## config.mk

```make
export PLATFORM = sky130hd
export DESIGN_NAME = mem_stage_flat
export DESIGN_NICKNAME = d
export VERILOG_FILES = /design/src/rtl/mem_stage_pkg.sv /design/src/rtl/mem_stage_if.sv /design/src/rtl/mem_stage_flop_wb.sv /design/src/rtl/mem_stage.sv /design/src/flat_wrapper.sv
export SDC_FILE = /design/constraint.sdc
export NUM_CORES = 1
export LEC_CHECK = 0
export BUFFER_PORTS_ARGS = -buffer_cell sky130_fd_sc_hd__clkbuf_2
export CAP_MARGIN = 10
export CORE_UTILIZATION = 35
export CTS_CLUSTER_SIZE = 20
export DETAILED_ROUTE_END_ITERATION = 7
export PLACE_DENSITY = 0.76
export SLEW_MARGIN = 10
export SYNTH_ARGS = -nofsm -noshare
export SYNTH_HDL_FRONTEND = slang
export SYNTH_SLANG_ARGS = --single-unit
```

## constraint.sdc

```tcl
create_clock -name clk -period 1.76 [get_ports clk]
set_clock_uncertainty 0.05 [all_clocks]
set_input_delay 0.352 -clock clk [delete_from_list [all_inputs] [get_ports clk]]
set_output_delay 0.352 -clock clk [all_outputs]
set_load 0.01 [all_outputs]
```

## src/rtl/mem_stage_pkg.sv

```systemverilog
// Shared types and constants for the memory pipeline stage.
package mem_stage_pkg;

  typedef enum logic {IDLE, WAIT} mem_state_t;

  localparam int DEFAULT_TIMEOUT = 16;

  // Low address bits that must be zero for a word access to be aligned.
  localparam logic [1:0] ALIGN_MASK = 2'b11;

endpackage

```

## src/rtl/mem_stage_if.sv

```systemverilog
// Data memory request/acknowledge bus. The memory stage is the master,
// the data memory is the slave.
interface mem_stage_if #(
  parameter int WIDTH = 32
);

  logic             mem_req;
  logic             mem_we;
  logic [WIDTH-1:0] mem_addr;
  logic [WIDTH-1:0] mem_wdata;
  logic [WIDTH-1:0] mem_rdata;
  logic             mem_ack;

  modport master (
    output mem_req, mem_we, mem_addr, mem_wdata,
    input  mem_rdata, mem_ack
  );

  modport slave (
    input  mem_req, mem_we, mem_addr, mem_wdata,
    output mem_rdata, mem_ack
  );

endinterface

```

## src/rtl/mem_stage_flop_wb.sv

```systemverilog
// MEM/WB pipeline register. When enabled it either captures the completed
// instruction or, if bubble_i is set, loads an all-zero bubble.
module flop_wb #(
  parameter int WIDTH = 32
) (
  input  logic             clk,
  input  logic             reset,
  input  logic             en_i,
  input  logic             bubble_i,
  input  logic             pcSrc_i,
  input  logic             regWrite_i,
  input  logic             memtoReg_i,
  input  logic [3:0]       wa3_i,
  input  logic [WIDTH-1:0] readData_i,
  input  logic [WIDTH-1:0] aluOut_i,
  output logic             pcSrc_o,
  output logic             regWrite_o,
  output logic             memtoReg_o,
  output logic [3:0]       wa3_o,
  output logic [WIDTH-1:0] readData_o,
  output logic [WIDTH-1:0] aluOut_o
);

  localparam int REG_W = 2 * WIDTH + 7;

  logic [REG_W-1:0] wb_d;
  logic [REG_W-1:0] wb_q;

  assign wb_d = {pcSrc_i, regWrite_i, memtoReg_i, wa3_i, readData_i, aluOut_i};

  // Capture the instruction, or a bubble while the stage is stalled.
  always_ff @(posedge clk) begin
    if (reset) begin
      wb_q <= '0;
    end else if (en_i) begin
      wb_q <= bubble_i ? '0 : wb_d;
    end
  end

  assign {pcSrc_o, regWrite_o, memtoReg_o, wa3_o, readData_o, aluOut_o} = wb_q;

endmodule

```

## src/rtl/mem_stage.sv

```systemverilog
// Memory pipeline stage: issues loads/stores over a req/ack bus, stalls the
// upstream pipeline while an access is outstanding, abandons accesses that
// time out, flags misaligned accesses and feeds the MEM/WB register.
module mem_stage
  import mem_stage_pkg::*;
#(
  parameter int WIDTH   = 32,
  parameter int TIMEOUT = DEFAULT_TIMEOUT
) (
  input  logic             clk,
  input  logic             reset,
  input  logic             PCSrcM,
  input  logic             RegWriteM,
  input  logic             MemWriteM,
  input  logic             MemtoRegM,
  input  logic [3:0]       WA3M,
  input  logic [WIDTH-1:0] ALUResultM,
  input  logic [WIDTH-1:0] WriteDataM,
  mem_stage_if.master      mem,
  output logic             StallM,
  output logic             MemErr,
  output logic             PCSrcW,
  output logic             RegWriteW,
  output logic             MemtoRegW,
  output logic [3:0]       WA3W,
  output logic [WIDTH-1:0] ReadDataW,
  output logic [WIDTH-1:0] ALUOutW
);

  localparam int               CNT_W    = $clog2(TIMEOUT + 1);
  localparam logic [CNT_W-1:0] CNT_LAST = CNT_W'(TIMEOUT - 1);

  mem_state_t       state_q;
  logic [CNT_W-1:0] waitCnt_q;
  logic             memErr_q;

  logic             memOp;
  logic             misaligned;
  logic             inWait;
  logic             reqInt;
  logic             ackSeen;
  logic             timeoutHit;
  logic             stall;
  logic             errComplete;
  logic             pcSrcD;
  logic             regWriteD;
  logic [WIDTH-1:0] readDataD;

  // Decode the M-stage instruction and the handshake condition for this cycle.
  always_comb begin
    memOp       = MemtoRegM | MemWriteM;
    misaligned  = memOp & ((ALUResultM[1:0] & ALIGN_MASK) != 2'b00);
    inWait      = (state_q == WAIT);
    reqInt      = ~reset & (inWait | (memOp & ~misaligned));
    ackSeen     = reqInt & mem.mem_ack;
    timeoutHit  = ~reset & inWait & ~mem.mem_ack & (waitCnt_q == CNT_LAST);
    stall       = reqInt & ~mem.mem_ack & ~timeoutHit;
    errComplete = ~reset & ((~inWait & misaligned) | timeoutHit);
    pcSrcD      = PCSrcM & ~errComplete;
    regWriteD   = RegWriteM & ~errComplete;
    readDataD   = ackSeen ? mem.mem_rdata : '0;
  end

  assign mem.mem_req   = reqInt;
  assign mem.mem_we    = ~reset & MemWriteM & ~MemtoRegM;
  assign mem.mem_addr  = reset ? '0 : ALUResultM;
  assign mem.mem_wdata = reset ? '0 : WriteDataM;
  assign StallM        = stall;
  assign MemErr        = memErr_q;

  // Access FSM with its wait counter and the sticky error flag.
  always_ff @(posedge clk) begin
    if (reset) begin
      state_q   <= IDLE;
      waitCnt_q <= '0;
      memErr_q  <= 1'b0;
    end else begin
      if (errComplete) begin
        memErr_q <= 1'b1;
      end
      case (state_q)
        IDLE: begin
          if (stall) begin
            state_q   <= WAIT;
            waitCnt_q <= '0;
          end
        end
        WAIT: begin
          if (ackSeen || timeoutHit) begin
            state_q <= IDLE;
          end else begin
            waitCnt_q <= waitCnt_q + CNT_W'(1);
          end
        end
        default: state_q <= IDLE;
      endcase
    end
  end

  flop_wb #(
    .WIDTH(WIDTH)
  ) uWb (
    .clk        (clk),
    .reset      (reset),
    .en_i       (1'b1),
    .bubble_i   (stall),
    .pcSrc_i    (pcSrcD),
    .regWrite_i (regWriteD),
    .memtoReg_i (MemtoRegM),
    .wa3_i      (WA3M),
    .readData_i (readDataD),
    .aluOut_i   (ALUResultM),
    .pcSrc_o    (PCSrcW),
    .regWrite_o (RegWriteW),
    .memtoReg_o (MemtoRegW),
    .wa3_o      (WA3W),
    .readData_o (ReadDataW),
    .aluOut_o   (ALUOutW)
  );

endmodule

```

## src/flat_wrapper.sv

```systemverilog
// flat-port wrapper written by rule: the top's interface ports become plain ports
module mem_stage_flat import mem_stage_pkg::*;
#(
  parameter int WIDTH   = 32,
  parameter int TIMEOUT = DEFAULT_TIMEOUT
)
  (clk, reset, PCSrcM, RegWriteM, MemWriteM, MemtoRegM, WA3M, ALUResultM, WriteDataM, StallM, MemErr, PCSrcW, RegWriteW, MemtoRegW, WA3W, ReadDataW, ALUOutW, mem_mem_req, mem_mem_we, mem_mem_addr, mem_mem_wdata, mem_mem_rdata, mem_mem_ack);
  mem_stage_if #(.WIDTH(WIDTH)) mem_i ();
  input  logic clk;
  input  logic reset;
  input  logic PCSrcM;
  input  logic RegWriteM;
  input  logic MemWriteM;
  input  logic MemtoRegM;
  input  logic [3:0] WA3M;
  input  logic [WIDTH-1:0] ALUResultM;
  input  logic [WIDTH-1:0] WriteDataM;
  output logic StallM;
  output logic MemErr;
  output logic PCSrcW;
  output logic RegWriteW;
  output logic MemtoRegW;
  output logic [3:0] WA3W;
  output logic [WIDTH-1:0] ReadDataW;
  output logic [WIDTH-1:0] ALUOutW;
  output wire logic [$bits(mem_i.mem_req)-1:0] mem_mem_req;
  output wire logic [$bits(mem_i.mem_we)-1:0] mem_mem_we;
  output wire logic [$bits(mem_i.mem_addr)-1:0] mem_mem_addr;
  output wire logic [$bits(mem_i.mem_wdata)-1:0] mem_mem_wdata;
  input wire logic [$bits(mem_i.mem_rdata)-1:0] mem_mem_rdata;
  input wire logic [$bits(mem_i.mem_ack)-1:0] mem_mem_ack;
  assign mem_mem_req = mem_i.mem_req;
  assign mem_mem_we = mem_i.mem_we;
  assign mem_mem_addr = mem_i.mem_addr;
  assign mem_mem_wdata = mem_i.mem_wdata;
  assign mem_i.mem_rdata = mem_mem_rdata;
  assign mem_i.mem_ack = mem_mem_ack;
  mem_stage #(.WIDTH(WIDTH), .TIMEOUT(TIMEOUT)) u_core (.clk(clk), .reset(reset), .PCSrcM(PCSrcM), .RegWriteM(RegWriteM), .MemWriteM(MemWriteM), .MemtoRegM(MemtoRegM), .WA3M(WA3M), .ALUResultM(ALUResultM), .WriteDataM(WriteDataM), .mem(mem_i), .StallM(StallM), .MemErr(MemErr), .PCSrcW(PCSrcW), .RegWriteW(RegWriteW), .MemtoRegW(MemtoRegW), .WA3W(WA3W), .ReadDataW(ReadDataW), .ALUOutW(ALUOutW));
endmodule
```

# After elaboration in Yosys (flattened, before gate mapping)
# Index checks and enable logic that the tools add are counted.
classes:
  n_reduce_logical: 5
  eq_ne: 3
  bitwise: 26
  addsub: 1
  mux: 8
op_table:
  columns: ["operator", "count"]
  rows:
  - ["$mux 32", 2]
  - ["$and 1x1->1", 15]
  - ["$mux 5", 2]
  - ["$pmux 5 s2", 1]
  - ["$not 1->1", 8]
  - ["$add 5x1->5 const B", 1]
  - ["$eq 5x4->1 const B", 1]
  - ["$ne 2x2->1 const B", 2]
  - ["$or 1x1->1", 3]
  - ["$reduce_or 3->1", 1]
  - ["$mux 1", 2]
  - ["$pmux 1 s2", 1]
  - ["$reduce_and 2->1", 1]
  - ["$reduce_bool 2->1", 1]
  - ["$reduce_or 2->1", 1]
  - ["$logic_or 1x1->1", 1]
word_totals:
  inputBits: 107
  out_inout_bits: 139
  reg_bits: 78
  word_cells: 48

# Longest topological paths before layout
depth:
  ltp_word: 10
  depth_mapped: 7
  mapped_depth_nobuf: 6

# Hierarchy
# A second synthesis with hierarchy kept.
unflattened:
  cells_unflattened: 472
  hier_area_um2: 4176.5
by_module_without_submodules:
  columns: ["mod", "instances", "cells_per_inst", "area_per_inst_um2", "seq_area_each_um2"]
  rows:
  - ["flop_wb", 1, 314, 2927.8, 1421.4]
  - ["mem_stage", 1, 158, 1248.7, 140.1]

# Worst setup path before layout
# Ideal clock, no wire load.
synth_timing:
  path_kind: "reg-to-output"
  startpoint: "reg u_core.waitCnt_q[0]"
  endpoint: "out StallM"
  required_time_ns: 1.358
  stages_incl_launch_ff: 8
  path_slack_ns: -0.236
  arrival_time_ns: 1.594
  n_path_buf: 1
  path_cell_list: "dfxtp_1 -> ha_1 -> and3_1 -> ha_1 -> nand2b_1 -> o31ai_4 -> buf_6 -> and2_1"
synth_via:
  elab_chain_len: 4
synth_rtl:
  columns: ["element", "line", "source"]
  rows:
  - ["start: declaration", "mem_stage.sv:34", "logic [CNT_W-1:0] waitCnt_q;"]
  - ["start signal: assignment", "mem_stage.sv:92", "waitCnt_q <= waitCnt_q + CNT_W'(1);"]
  - ["$eq 5x4->1", "mem_stage.sv:56", "timeoutHit = ~reset & inWait & ~mem.mem_ack & (waitCnt_q == CNT_LAST);"]
  - ["$and 1x1->1", "mem_stage.sv:56", null]
  - ["$not 1->1", "mem_stage.sv:57", "stall = reqInt & ~mem.mem_ack & ~timeoutHit;"]
  - ["$and 1x1->1", "mem_stage.sv:57", null]
  - ["end: declaration", "flat_wrapper.sv:18", "output logic StallM;"]
# No other way between the ends.

# Final worst setup path
# Same ends and word-level chain as after synthesis.

==> impl_metrics.py <==
metrics = {
    "yosys": {
        "synth-seq-cells": 78,
        "synth.cells.most_frequent": "78 x sky130_fd_sc_hd__dfxtp_1, 68 x sky130_fd_sc_hd__nor2b_1, 35 x sky130_fd_sc_hd__nand2_1",
        "yosys.cell_count.top_type": "sky130_fd_sc_hd__dfxtp_1",
        "synth_cell_type_count": 33,
        "asyncSetResetFlopFracSynth_pct": 0,
        "synth_area_sq_um": 3053,
        "share_of_the_yosys_chip_area_belonging_to_registers_pct": 51.15,
        "mappedNetlistNets": 443,
        "synth-main-ff-cell": "sky130_fd_sc_hd__dfxtp_1",
        "synth_top_area_share_pct": 51.15,
        "ys.warnings.count": 0,
        "number_of_standard_cells_after_synthesis": 334,
        "synth.avg_cell_area_sq_um": 9.141,
        "yosysTopAreaCell": "sky130_fd_sc_hd__dfxtp_1",
        "synth_enable_flop_cells": 0,
        "synthTopCellsByArea": "sky130_fd_sc_hd__dfxtp_1 51%, sky130_fd_sc_hd__nor2b_1 14%, sky130_fd_sc_hd__a21boi_0 7.6%",
    },
    "placement": {
        "dp.cells": 671,
        "place.detailed.hpwl_microns": 6736,
        "preCtsSetupSlack_ps": 10.63,
        "io_buffers": 245,
        "final_gp_congestion": 0.8623,
    },
    "sta": {
        "fmaxAchievable_mhz": 488.7,
        "hold_violations": 0,
        "timing_worst_slew_pin_value_ps": 337.5,
        "timing.final.max_slew_violations": 0,
        "finalSetupViolations": 1,
        "max-slew-margin-rel_pct": 77.21,
        "timing.final.crit_period_ps": 2046,
        "min_period_over_period_pct": 116.3,
        "rsz_0062_raised_after_global_routing": "yes",
        "worst_slack_ps": -286.1,
    },
    "clocking": {
        "tritoncts_num_sinks": 78,
        "clk_pin_slew_worst_paths_ps": 80,
        "clock_tree.root_cell": "sky130_fd_sc_hd__clkbuf_8",
        "cts_inserted_buffers": 9,
        "tritoncts": "built",
        "clkLatencyLatePin_ps": 340,
        "clock_tree.htree_level_count": 3,
        "ctsLongestPathBuffers": 2,
        "cts-hold-fix-buffers": 0,
    },
    "cells_and_area": {
        "area_delta_synth_final_pct": 55.57,
        "diodes": 0,
        "drive_gt1_share_pct": 49.91,
        "final_net_count": 689,
        "finalNonFillerCells": 690,
    },
    "power_and_ir_drop": {
        "power_switching_mw": 1.041,
        "switching_share_pct": 25.90,
        "combPwrFrac_pct": 15.9,
        "total_leakage_power_nw": 2.410,
        "power_density_nw_per_um2": 846.3,
        "p_seq_share_pct": 46.1,
        "internal_power_mw": 2.978,
        "vdd_drop_max_uv": 439.0,
        "pwr-share-clk_pct": 38.0,
    },
    "min_path": {
        "min-delay-start": "WA3M[1]",
        "whs_path_depth": 3,
        "worst_hold_endpoint": "u_core.uWb.wb_q[65]",
        "hold_path_class": "in -> reg",
    },
    "global_route": {
        "vias_in_the_first_global_route": 2919,
        "grt_first_pass_wirelength_microns": 13250,
        "initial_antenna_violation_count": 0,
        "grt-ovfl-total": 0,
        "track_usage_pct": 18.96,
        "grt_max_degree": 51,
    },
    "route": {
        "drt.antenna.violating_nets": 0,
        "route.detailed.drc": 0,
        "drt_total_wl_microns": 8743,
        "vias": 3182,
        "route.detailed.wl_per_inst_microns": 12.67,
        "via_per_inst": 4.612,
        "drt_first_iter_violations": 94,
        "drt_pass1_iterations": 4,
    },
    "setup_path": {
        "slowest_delay_ps": 340,
        "cell_type_of_the_slowest_stage_on_the_worst_timing_path": "sky130_fd_sc_hd__dfxtp_2",
        "timing.critical_path.required_ps": 1360,
        "cp_num_buf_inv": 1,
        "arrival_ps": 1640,
        "startpoint_type": "register",
        "timing.reg2reg.setup_slack_ps": 60,
        "setup.worst_path.class": "reg -> out",
        "timing.rr.start": "u_core.waitCnt_q[0]",
        "cp_common_cell": "sky130_fd_sc_hd__ha_4",
        "path_delay_family": "simple AND/OR/NAND/NOR gates",
        "end_kind": "primary output",
        "worstPathCellList": "ha_4, and3_4, ha_4, nand2b_4, o31ai_4, and2_4, buf_8",
        "r2r.worst_path.cells": 7,
        "regToRegEndpoint": "u_core.uWb.wb_q[14]",
        "crit_fanout": 2,
    },
    "die": {
        "floorplan.initialDensity_pct": 36.60,
        "io_pins": 246,
        "core_area_sq_um": 8341,
        "placementRows": 33,
        "total_die_area_sq_um": 9100,
        "die_width_microns": 95.40,
        "fp.dieH_microns": 95.40,
    },
    "run_status": {
        "status": "finished with violations",
        "violations": "negative setup slack",
    },
    "run": {
        "drv_cap": 0,
    },
}
-- stage by stage --
step	total power [mW]	hold WS (ps)	instance area (sq um)	TNS, ps	utilization (%)
global placement	2.526	462.2	4479	0	53.71
floorplan	2.210	421.3	3094	-38.71	-
global route	4.222	140.2	4750	-805.2	56.95
CTS	4.077	139.6	4746	-326.5	56.90
finish	4.020	153.8	4750	-286.1	56.95
detailed placement	2.535	484.7	4479	0	53.71
-- worst max path at each step --
stage	end	start	depth (start not counted)
2_1_floorplan	StallM	u_core.waitCnt_q[0]	7
3_3_place_gp	StallM	u_core.waitCnt_q[1]	7
3_5_place_dp	StallM	u_core.waitCnt_q[1]	7
4_1_cts	StallM	u_core.waitCnt_q[0]	7
5_1_grt	StallM	u_core.waitCnt_q[0]	7
6_report	StallM	u_core.waitCnt_q[0]	7
-- logic make-up after synthesis --
group                      Yosys count  synth area share (%)
AOI/OAI and AO/OA                   53                 13.16
adders and majority gates            2                0.8195
DFF                                 78                 51.15
and+or+nand+nor                    161                 28.65
buffers and inverters               38                 5.574
muxes                                2                0.6558
-- layout make-up --
cell class	instances	area (sq um)
Clock buffer	10	137.6
Clock inverter	6	92.59
Fill cell	797	3591
Inverter	9	33.78
Multi-Input combinational cell	218	1370
Sequential cell	78	1565
Tap cell	105	131.4
Timing Repair Buffer	264	1419
-- layer usage --
metal	global-route usage [%]	vias up	wire [microns]
met5	0	-	0
met4	9.453	0	194
met3	3.907	15	512
met2	32.56	136	4413
met1	22.31	1438	3622
li1	-	1593	-
-- flip-flops by register name, summed over array words and instances (netlist names) --
name,count
u_core.uWb.wb_q,71
u_core.waitCnt_q,5
u_core.MemErr,1
u_core.inWait,1
-- placed cells by master (no fill, tap or decap), types with 3 or more instances in the layout --
cell and n:
sky130_fd_sc_hd__nor3b_1 5, sky130_fd_sc_hd__buf_12 3, sky130_fd_sc_hd__dfxtp_1 75, sky130_fd_sc_hd__nand2_1 35, sky130_fd_sc_hd__clkbuf_2 243, sky130_fd_sc_hd__clkbuf_8 10
sky130_fd_sc_hd__nor3_1 33, sky130_fd_sc_hd__o21ai_0 3, sky130_fd_sc_hd__nor2b_1 68, sky130_fd_sc_hd__buf_4 17, sky130_fd_sc_hd__nand3_1 4, sky130_fd_sc_hd__a211oi_1 4
sky130_fd_sc_hd__dfxtp_2 3, sky130_fd_sc_hd__inv_1 9, sky130_fd_sc_hd__a21boi_0 31, sky130_fd_sc_hd__nor2_1 5
-- power groups by stage --
stage          clock network, mW  logic [mW]  registers (mW)
2_1_floorplan                  0       0.277            1.93
3_3_place_gp                   0       0.630            1.90
3_5_place_dp                   0       0.637            1.90
4_1_cts                     1.57       0.647            1.86
5_1_grt                     1.66       0.702            1.86
6_report                    1.53       0.638            1.85
-- timing repair --
item	CTS	global route
resized for setup	3	3
setup buffers	3	2
gates cloned	0	0
pin swaps	3	1
setup endpoints to repair	1	34
-- worst reg2reg max path, cell delays in order (launching register included) --
cell,delay (ps)
sky130_fd_sc_hd__dfxtp_2,340
sky130_fd_sc_hd__ha_4,150
sky130_fd_sc_hd__and3_4,180
sky130_fd_sc_hd__ha_4,150
sky130_fd_sc_hd__nand2b_4,140
sky130_fd_sc_hd__o31ai_4,60
sky130_fd_sc_hd__buf_4,350
sky130_fd_sc_hd__a21boi_0,150
Note: power is estimated with default switching activity, not from simulation.
